--- src/rtl/wfq_vt_sched.sv ---
// wfq_vt_sched -- weighted-fair queue scheduler built on per-queue
// virtual-time (stride) counters.
//
// Each queue q owns a counter cnt[q]. Among the ready queues, the one with
// the smallest counter is offered; ties go to the lowest index. When the
// offer is accepted, the winner's counter advances by its weight. A small
// weight therefore wins proportionally more often. The counters are kept
// inside CNT_WIDTH bits by clearing their MSB once every ready counter has
// it set.
//
// Ports:
//   clk            : clock, rising edge
//   rst            : asynchronous active-high reset
//   wfq_weight     : packed per-queue weights, queue q at [q*WEIGHT_WIDTH +: WEIGHT_WIDTH]
//                    (a weight of 0 counts as 1)
//   wfq_rdy        : per-queue "has data" flags
//   wfq_sch_en     : scheduling enable (only gates new offers)
//   wfq_winner_ack : consumer accepts the offered winner
//   wfq_winner_vld : registered offer-valid flag
//   wfq_winner     : registered index of the offered queue
//
// Optional feature: define WFQ_VT_SCHED_STRICT_Q0_EN to make queue 0 strict
// priority. In that mode queue 0 wins whenever it is ready. Its grants leave
// all virtual-time state untouched. Queues 1..N-1 share the WFQ scheme among
// themselves.

module wfq_vt_sched #(
  parameter int QUEUE_NUM       = 4,
  parameter int QUEUE_NUM_WIDTH = $clog2(QUEUE_NUM),
  parameter int WEIGHT_WIDTH    = 7,
  parameter int CNT_WIDTH       = WEIGHT_WIDTH + 2
) (
  input  logic                              clk,
  input  logic                              rst,
  input  logic [QUEUE_NUM*WEIGHT_WIDTH-1:0] wfq_weight,
  input  logic [QUEUE_NUM-1:0]              wfq_rdy,
  input  logic                              wfq_sch_en,
  input  logic                              wfq_winner_ack,
  output logic                              wfq_winner_vld,
  output logic [QUEUE_NUM_WIDTH-1:0]        wfq_winner
);

  localparam int MSB = CNT_WIDTH - 1;

`ifdef WFQ_VT_SCHED_STRICT_Q0_EN
  // Queue 0 sits outside the virtual-time scheme.
  localparam int FIRST_WFQ = 1;
`else
  localparam int FIRST_WFQ = 0;
`endif

  typedef enum logic {IDLE = 1'b0, OFFER = 1'b1} state_t;

  state_t                     state_reg, state_next;
  logic [CNT_WIDTH-1:0]       cnt_reg  [QUEUE_NUM];
  logic [CNT_WIDTH-1:0]       cnt_next [QUEUE_NUM];
  logic [CNT_WIDTH-1:0]       vtime_reg, vtime_next;
  logic [QUEUE_NUM-1:0]       rdy_q_reg;
  logic [CNT_WIDTH-1:0]       stride   [QUEUE_NUM];

  logic                       sel_found;
  logic [QUEUE_NUM_WIDTH-1:0] sel_idx;
  logic [CNT_WIDTH-1:0]       sel_cnt;
  logic                       grant;
  logic                       grant_wfq;
  logic                       any_rdy;
  logic                       all_hi;
  logic                       renorm;

  // Per-queue stride: the weight zero-extended to counter width, with 0
  // promoted to 1 so a misconfigured queue still makes progress.
  genvar gi;
  generate
    for (gi = 0; gi < QUEUE_NUM; gi++) begin : g_stride
      logic [WEIGHT_WIDTH-1:0] w_raw;
      assign w_raw      = wfq_weight[gi*WEIGHT_WIDTH +: WEIGHT_WIDTH];
      assign stride[gi] = (w_raw == '0) ? {{(CNT_WIDTH-1){1'b0}}, 1'b1}
                                        : {{(CNT_WIDTH-WEIGHT_WIDTH){1'b0}}, w_raw};
    end
  endgenerate

  // Minimum-counter selection over the ready queues. The ascending scan
  // with a strict '<' keeps the lowest index on ties.
  always_comb begin
    sel_found = 1'b0;
    sel_idx   = '0;
    sel_cnt   = '0;
    for (int q = FIRST_WFQ; q < QUEUE_NUM; q++) begin
      if (wfq_rdy[q] && (!sel_found || (cnt_reg[q] < sel_cnt))) begin
        sel_found = 1'b1;
        sel_idx   = QUEUE_NUM_WIDTH'(q);
        sel_cnt   = cnt_reg[q];
      end
    end
`ifdef WFQ_VT_SCHED_STRICT_Q0_EN
    if (wfq_rdy[0]) begin
      sel_idx = '0;
    end
`endif
  end

  assign grant = (state_reg == OFFER) && wfq_winner_ack;

`ifdef WFQ_VT_SCHED_STRICT_Q0_EN
  assign grant_wfq = grant && (wfq_winner != '0);
`else
  assign grant_wfq = grant;
`endif

  // FSM next state. Ack beats a same-cycle rdy drop. Withdrawal happens only
  // when the offered queue loses its data; sch_en never cancels an offer.
  always_comb begin
    state_next = state_reg;
    case (state_reg)
      IDLE: begin
        if (wfq_sch_en && (|wfq_rdy)) begin
          state_next = OFFER;
        end
      end
      OFFER: begin
        if (wfq_winner_ack || !wfq_rdy[wfq_winner]) begin
          state_next = IDLE;
        end
      end
      default: state_next = IDLE;
    endcase
  end

  // FSM outputs. The flag decodes the state flop directly, so it is registered.
  always_comb begin
    wfq_winner_vld = (state_reg == OFFER);
  end

  // Virtual-time bookkeeping.
  always_comb begin
    vtime_next = vtime_reg;
    any_rdy    = 1'b0;
    all_hi     = 1'b1;
    renorm     = 1'b0;
    for (int q = 0; q < QUEUE_NUM; q++) begin
      cnt_next[q] = cnt_reg[q];
    end

    // A queue that just became ready is pulled up to the current virtual
    // time. This keeps it from cashing in credit it earned while idle.
    for (int q = FIRST_WFQ; q < QUEUE_NUM; q++) begin
      if (wfq_rdy[q] && !rdy_q_reg[q] && (cnt_reg[q] < vtime_reg)) begin
        cnt_next[q] = vtime_reg;
      end
    end

    // A grant overrides any late-join update to the same queue.
    if (grant_wfq) begin
      vtime_next           = cnt_reg[wfq_winner];
      cnt_next[wfq_winner] = cnt_reg[wfq_winner] + stride[wfq_winner];

      // Renormalise once every ready counter has crossed into the upper
      // half. Idle counters in the lower half are stale and collapse to 0.
      for (int q = FIRST_WFQ; q < QUEUE_NUM; q++) begin
        if (wfq_rdy[q]) begin
          any_rdy = 1'b1;
          if (!cnt_next[q][MSB]) begin
            all_hi = 1'b0;
          end
        end
      end
      renorm = any_rdy && all_hi;

      if (renorm) begin
        for (int q = FIRST_WFQ; q < QUEUE_NUM; q++) begin
          cnt_next[q] = cnt_next[q][MSB] ? {1'b0, cnt_next[q][MSB-1:0]} : '0;
        end
        vtime_next[MSB] = 1'b0;
      end
    end
  end

  always_ff @(posedge clk or posedge rst) begin
    if (rst) begin
      state_reg <= IDLE;
    end else begin
      state_reg <= state_next;
    end
  end

  always_ff @(posedge clk or posedge rst) begin
    if (rst) begin
      vtime_reg <= '0;
      rdy_q_reg <= '0;
      for (int q = 0; q < QUEUE_NUM; q++) begin
        cnt_reg[q] <= '0;
      end
    end else begin
      vtime_reg <= vtime_next;
      rdy_q_reg <= wfq_rdy;
      for (int q = 0; q < QUEUE_NUM; q++) begin
        cnt_reg[q] <= cnt_next[q];
      end
    end
  end

  // The winner index is loaded only when a new offer starts. It stays
  // stable for as long as the offer is pending.
  always_ff @(posedge clk or posedge rst) begin
    if (rst) begin
      wfq_winner <= '0;
    end else if ((state_reg == IDLE) && (state_next == OFFER)) begin
      wfq_winner <= sel_idx;
    end
  end

endmodule

--- config.mk ---
export PLATFORM = sky130hd
export DESIGN_NAME = wfq_vt_sched
export DESIGN_NICKNAME = d
export VERILOG_FILES = /design/src/rtl/wfq_vt_sched.sv
export SDC_FILE = /design/constraint.sdc
export NUM_CORES = 1
export LEC_CHECK = 0
export BUFFER_PORTS_ARGS = -buffer_cell sky130_fd_sc_hd__clkbuf_2
export CAP_MARGIN = 20
export CORE_ASPECT_RATIO = 0.8
export CORE_MARGIN = 5
export CORE_UTILIZATION = 33
export DETAILED_ROUTE_END_ITERATION = 8
export HOLD_SLACK_MARGIN = 0.08
export PLACE_DENSITY = 0.57
export SYNTH_ARGS = -nofsm -noshare
export SYNTH_HDL_FRONTEND = slang
export SYNTH_SLANG_ARGS = --single-unit
--- constraint.sdc ---
create_clock -name clk -period 7.6 [get_ports clk]
set_input_delay 0.38 -clock clk [delete_from_list [all_inputs] [get_ports clk]]
set_output_delay 0.38 -clock clk [all_outputs]
set_load 0.02 [all_outputs]
# After elaboration in Yosys (flattened, before gate mapping)
# Index checks and enable logic that the tools add are counted.
[op_classes]
reduce_logical = 33
bitwise = 2
order_cmp = 10
mux = 51
n_addsub = 1
[op_table]
columns = ["operator", "count"]
rows = [
  ["$mux W9", 12],
  ["$mux W36", 2],
  ["$lt A9 B9 Y1", 7],
  ["$bmux W9 S2", 2],
  ["$bwmux W36", 1],
  ["$mux W8", 4],
  ["$logic_not A7 Y1", 4],
  ["$mux W7", 4],
  ["$mux W1", 21],
  ["$demux W9 S2", 1],
  ["$logic_and A1 B1 Y1", 16],
  ["$add A9 B9 Y9", 1],
  ["$logic_not A1 Y1", 8],
  ["$logic_or A1 B1 Y1", 4],
  ["$mux W2", 2],
  ["$reduce_or A4 Y1", 1],
  ["$ge A3 B3 Y1 const B", 1],
  ["$lt A2 B3 Y1 const B", 1],
  ["$lt A3 B1 Y1 const B", 1],
  ["$not A2 Y3", 1],
  ["$bmux W1 S2", 1],
  ["$pmux W1 S2", 1],
  ["$not A1 Y1", 1],
]
[totals]
out_inout_bits = 3
reg_bits = 52
inputBits = 36
elab_cells = 105

# Depth between registers and ports, before layout
[depth]
depth_word = 19
ltp_mapped = 30

# Least setup slack after synthesis
# No wires, ideal clock.
[synth_timing]
kind = "input to register"
from = "input port wfq_rdy[0]"
to = "register wfq_winner[0]"
arrival_ps = 5802
stages = 29
slack_ps = 1720
setup_ps = 77
path_buffers = 5
path_cell_list = "buf_6 -> buf_4 -> clkbuf_1 -> nand2_1 -> ha_1 -> a211oi_1 -> o221ai_1 -> a211oi_1 -> o21ai_1 -> clkbuf_1 -> a31oi_1 -> ha_1 -> a21oi_1 -> nor2b_1 -> o21ai_0 -> nor4bb_1 -> nand2_1 -> o21ai_2 -> buf_2 -> a21oi_1 -> ha_1 -> a21o_1 -> a21o_1 -> a21o_1 -> a21oi_1 -> o21ai_0 -> a311oi_1 -> nand3_1 -> a21oi_1"
[synth_between]
elab_chain_len = 13
[synth_lines]
columns = ["element", "line_no", "source"]
rows = [
  ["start, declared", "36", "input logic [QUEUE_NUM-1:0] wfq_rdy,"],
  ["$mux W9 or $mux W1 (tied branches)", "89", "if (wfq_rdy[q] && (!sel_found || (cnt_reg[q] < sel_cnt))) begin"],
  ["$lt A9 B9 Y1 or $logic_not A1 Y1 (tied branches)", "89", ""],
  ["$logic_or A1 B1 Y1", "89", ""],
  ["$logic_and A1 B1 Y1", "89", ""],
  ["$mux W9 or $mux W1 (tied branches)", "89", ""],
  ["$lt A9 B9 Y1 or $logic_not A1 Y1 (tied branches)", "89", ""],
  ["$logic_or A1 B1 Y1", "89", ""],
  ["$logic_and A1 B1 Y1", "89", ""],
  ["$mux W9 or $mux W1 (tied branches)", "89", ""],
  ["$lt A9 B9 Y1 or $logic_not A1 Y1 (tied branches)", "89", ""],
  ["$logic_or A1 B1 Y1", "89", ""],
  ["$logic_and A1 B1 Y1", "89", ""],
  ["$mux W2", "89", ""],
  ["end signal, assigned", "208", "wfq_winner <= sel_idx;"],
  ["end, declared", "40", "output logic [QUEUE_NUM_WIDTH-1:0] wfq_winner"],
]
# Parallel ways exist; a longest one is shown, timed or not. The select of a mux whose other input is x is not followed.
# A chain may end at the register's enable or synchronous reset.

# Worst setup path in the final report
# Same ends and word-level chain as after synthesis.

==> results.md <==
• fraction of synthesis flops using an asynchronous set or reset pin: 100%
• Power Density: 539 mW/mm^2
• cts bufs inserted: 5
• worst-case vdd ir drop: 0.000196 V
• TritonCTS sink count: 52
• Pleak: 2.48 nW
• DRC violation count after routing: 0
• number of antenna violations at the first check in global routing: 0
• Setup violations, final: 0
• max_slew headroom: 31.0%
• CTS H-tree lvls: 2
• vertical die dimension: 121 um
• fmax: 0.157 GHz
• share of total power in sequential cells: 20.3%
• Worst Setup Slack post-DPL: 1.02 ns
• TritonCTS clock tree: done
• actual slew at the worst max-slew pin: 1.03 ns
• die outline area: 0.0181 sq mm
• cell count of the worst reg-to-reg path: 27
• peak per-stage delay on the critical path: 0.58 ns
• Setup CP Type: primary input to flip-flop
• Worst setup EP type: flip-flop
• worst hold slack across all endpoints: 0.262 ns
• commonest register cell after synthesis: sky130_fd_sc_hd__dfrtp_1
• worst hold-check path type: primary input to asynchronous set/reset pin
• sequential fraction of the synthesis area: 25.5%
• synthesized netlist cell count: 576
• # rows: 40
• Area after DPL: 0.00549 sq mm
• Routed WL: 17100 um
• worst-path cell with the longest stage delay: sky130_fd_sc_hd__o21ai_2
• post-CTS setup-driven buffer insertion count: 0
• Logic pwr share: 71.0%
• commonest non-fill, non-tap cell in the layout: sky130_fd_sc_hd__nor2_1
• Final Max Tran Viols: 0
• RR Startpoint: cnt_reg[29]
• Max-Cap Viols: 0
• final setup slack of the worst path: 1.22 ns
• clock network latency to the later pin of the worst-skew pair: 0.30 ns
• starting density of the core: 33.8%
• Resized cells post-CTS: 0
• synth unique cells: 68
• horizontal extent of the die: 149 um
• largest delay contributor family on the critical path: compound AO/OA/AOI/OAI gates
• Fin Setup TNS: 0 ns
• cell accounting for the most synthesized area: sky130_fd_sc_hd__dfrtp_1
• Design Power: 3.05 mW
• via count of the first global-routing pass: 4505
• number of design-rule violations left by the first detailed-router iteration: 366
• commonest non-fill, non-tap cells in the layout: sky130_fd_sc_hd__nor2_1, sky130_fd_sc_hd__ha_1, sky130_fd_sc_hd__dfrtp_1, sky130_fd_sc_hd__a21oi_1
• total routing usage reported by global routing: 19.0%
• number of flops mapped to enable cells by yosys: 0
• total of hold buffers inserted after clock tree synthesis: 0
• vias after detailed routing: 4699
• worst reg-to-reg setup slack: 1.24 ns
• number of register bits inferred by synthesis: 52
• final worst path period need: 6.38 ns
• critical path data required time: 7.83 ns
• buffers and inverters on the worst path: 3
• max FFs per register: 36
• clock-pin slew on the worst setup and hold paths: 0.08 ns
• area of the mapped netlist: 0.00510 sq mm
• total number of nets in the final design: 703
• routed length per instance: 21.0 um
• pin count of the biggest net entering global routing: 53
• switching component of the power: 1.63 mW
• Layout Area Growth over Synthesis: 10.8%
• data arrival time of the critical path: 6.61 ns
• syn avg cell area: 8.86 sq um
• global-route wire length before repair: 26400 um
• final hold violations: 0
• top fanout value on the critical path: 20
• root buffer cell: sky130_fd_sc_hd__clkbuf_16
• setup repair after global routing missed its margin: false
• number of nets still failing antenna checks after routing: 0
• outcome: completed
• filler cell count: 1540
• Finished Cell Area: 0.00566 sq mm
• switching power share of the total: 53.3%
• leading cell types by total area after synthesis: sky130_fd_sc_hd__dfrtp_1, sky130_fd_sc_hd__ha_1, sky130_fd_sc_hd__mux4_2
• number of buffer cells added on primary ports: 38
• Yosys warning count: 0
• post-synth net total: 676
• share of Yosys cell area claimed by the top area cell type: 25.5%
• Critical Path Source Type: primary input
• routability cong.: 0.944
• vias per cell: 5.77
• maximum count of clock buffers along a single path: 2
• placeable core region: 0.0151 sq mm
• gr ovfl total: 0
• DRT Pass-1 Iters: 5
• layout cell share with drive strength beyond 1: 15.6%
• endpoint of the most critical register-to-register path: wfq_winner[0]
• detailed placement HPWL: 12700 um
• ant diodes: 0
• post-route fraction of the period consumed by the critical path: 83.9%
• Int Pwr: 1.43 mW
• skew final: 0.00964 ns
• IO Count: 39
• share of total power in the clock network: 8.8%
[layer usage]
layer	track usage (%)	wire [um]
met4	5.09	395
met2	30.0	7780
met3	3.25	1040
met1	26.8	7890
met5	0	0
[worst max path at each step]
| stage | start | to | slack, ns | cells after the start |
|---|---|---|---|---|
| after floorplan | wfq_rdy[0] | wfq_winner[0] | 1.72 | 29 |
| after global placement | wfq_rdy[0] | wfq_winner[0] | 1.31 | 29 |
| after detailed placement | wfq_rdy[0] | wfq_winner[0] | 1.02 | 28 |
| after CTS | cnt_reg[29] | wfq_winner[0] | 1.29 | 27 |
| after global routing | wfq_rdy[0] | wfq_winner[0] | 0.66 | 29 |
| final | wfq_rdy[0] | wfq_winner[0] | 1.22 | 28 |
[cell families (layout without fill, tap and decap cells)]
group / Yosys count / in the layout / synth area share [%]
flops: 52 / 52 / 25.5
compound gates: 172 / 172 / 23.8
xor+xnor: 7 / 7 / 1.20
mux: 40 / 40 / 11.6
fa+ha+maj: 64 / 64 / 15.8
buf+inv: 56 / 84 / 4.71
simple gates: 185 / 185 / 17.4
[cell type report]
type                    instances  area, sq um  area share [%]
clock buffers                   5          125            2.21
clock inverters                 3         42.5           0.752
inverters                      30          113            1.99
multi-input cells             468         3560            63.0
flip-flops and latches         52         1300            23.0
well taps                     210          263            4.64
repair buffers                 46          250            4.42
[power groups by stage]
stage,combinational (mW),sequential [mW],clock [mW]
after global routing,2.39,0.634,0.281
after floorplan,1.62,0.520,0
after global placement,2.07,0.614,0
after CTS,2.14,0.613,0.274
final,2.17,0.618,0.267
after detailed placement,2.12,0.617,0
[cell usage after synthesis (5+ instances only)]
library cell	instances
sky130_fd_sc_hd__a21oi_1	50
sky130_fd_sc_hd__nand4_1	5
sky130_fd_sc_hd__dfrtp_1	52
sky130_fd_sc_hd__nand2_1	38
sky130_fd_sc_hd__mux2i_1	23
sky130_fd_sc_hd__xnor2_1	5
sky130_fd_sc_hd__ha_1	63
sky130_fd_sc_hd__nand2b_1	5
sky130_fd_sc_hd__a31oi_1	10
sky130_fd_sc_hd__inv_1	30
sky130_fd_sc_hd__clkbuf_1	14
sky130_fd_sc_hd__o21ai_0	28
sky130_fd_sc_hd__nor2_1	88
sky130_fd_sc_hd__buf_2	5
sky130_fd_sc_hd__a21o_1	11
sky130_fd_sc_hd__a211oi_1	36
sky130_fd_sc_hd__nand3_1	10
sky130_fd_sc_hd__mux4_2	15
[metrics by stage]
stage	cells	util [%]
final	814	37.4
after CTS	814	37.4
after global placement	806	36.3
after global routing	814	37.4
after floorplan	576	-
after detailed placement	806	36.3
[worst reg2reg max path: stages (launching register included)]
cell and delay [ns]:
sky130_fd_sc_hd__dfrtp_1 0.47, sky130_fd_sc_hd__nand2_1 0.10, sky130_fd_sc_hd__ha_1 0.31, sky130_fd_sc_hd__nand4_1 0.10, sky130_fd_sc_hd__o221ai_1 0.29, sky130_fd_sc_hd__a211oi_1 0.15, sky130_fd_sc_hd__o21ai_1 0.56, sky130_fd_sc_hd__buf_4 0.28
sky130_fd_sc_hd__nor2_1 0.05, sky130_fd_sc_hd__a31oi_1 0.19, sky130_fd_sc_hd__ha_1 0.29, sky130_fd_sc_hd__a21o_1 0.16, sky130_fd_sc_hd__nand3_1 0.07, sky130_fd_sc_hd__a21oi_1 0.06, sky130_fd_sc_hd__nor4bb_1 0.57, sky130_fd_sc_hd__nand2_1 0.18
sky130_fd_sc_hd__o21ai_2 0.58, sky130_fd_sc_hd__nor2_1 0.11, sky130_fd_sc_hd__a21oi_1 0.15, sky130_fd_sc_hd__ha_1 0.26, sky130_fd_sc_hd__a21o_1 0.16, sky130_fd_sc_hd__a21o_1 0.17, sky130_fd_sc_hd__a21o_1 0.17, sky130_fd_sc_hd__a21oi_1 0.13
sky130_fd_sc_hd__o21ai_0 0.11, sky130_fd_sc_hd__a311oi_1 0.34, sky130_fd_sc_hd__nand3_1 0.13, sky130_fd_sc_hd__a21oi_1 0.15
No activity file was read; power rests on OpenSTA's default activity.
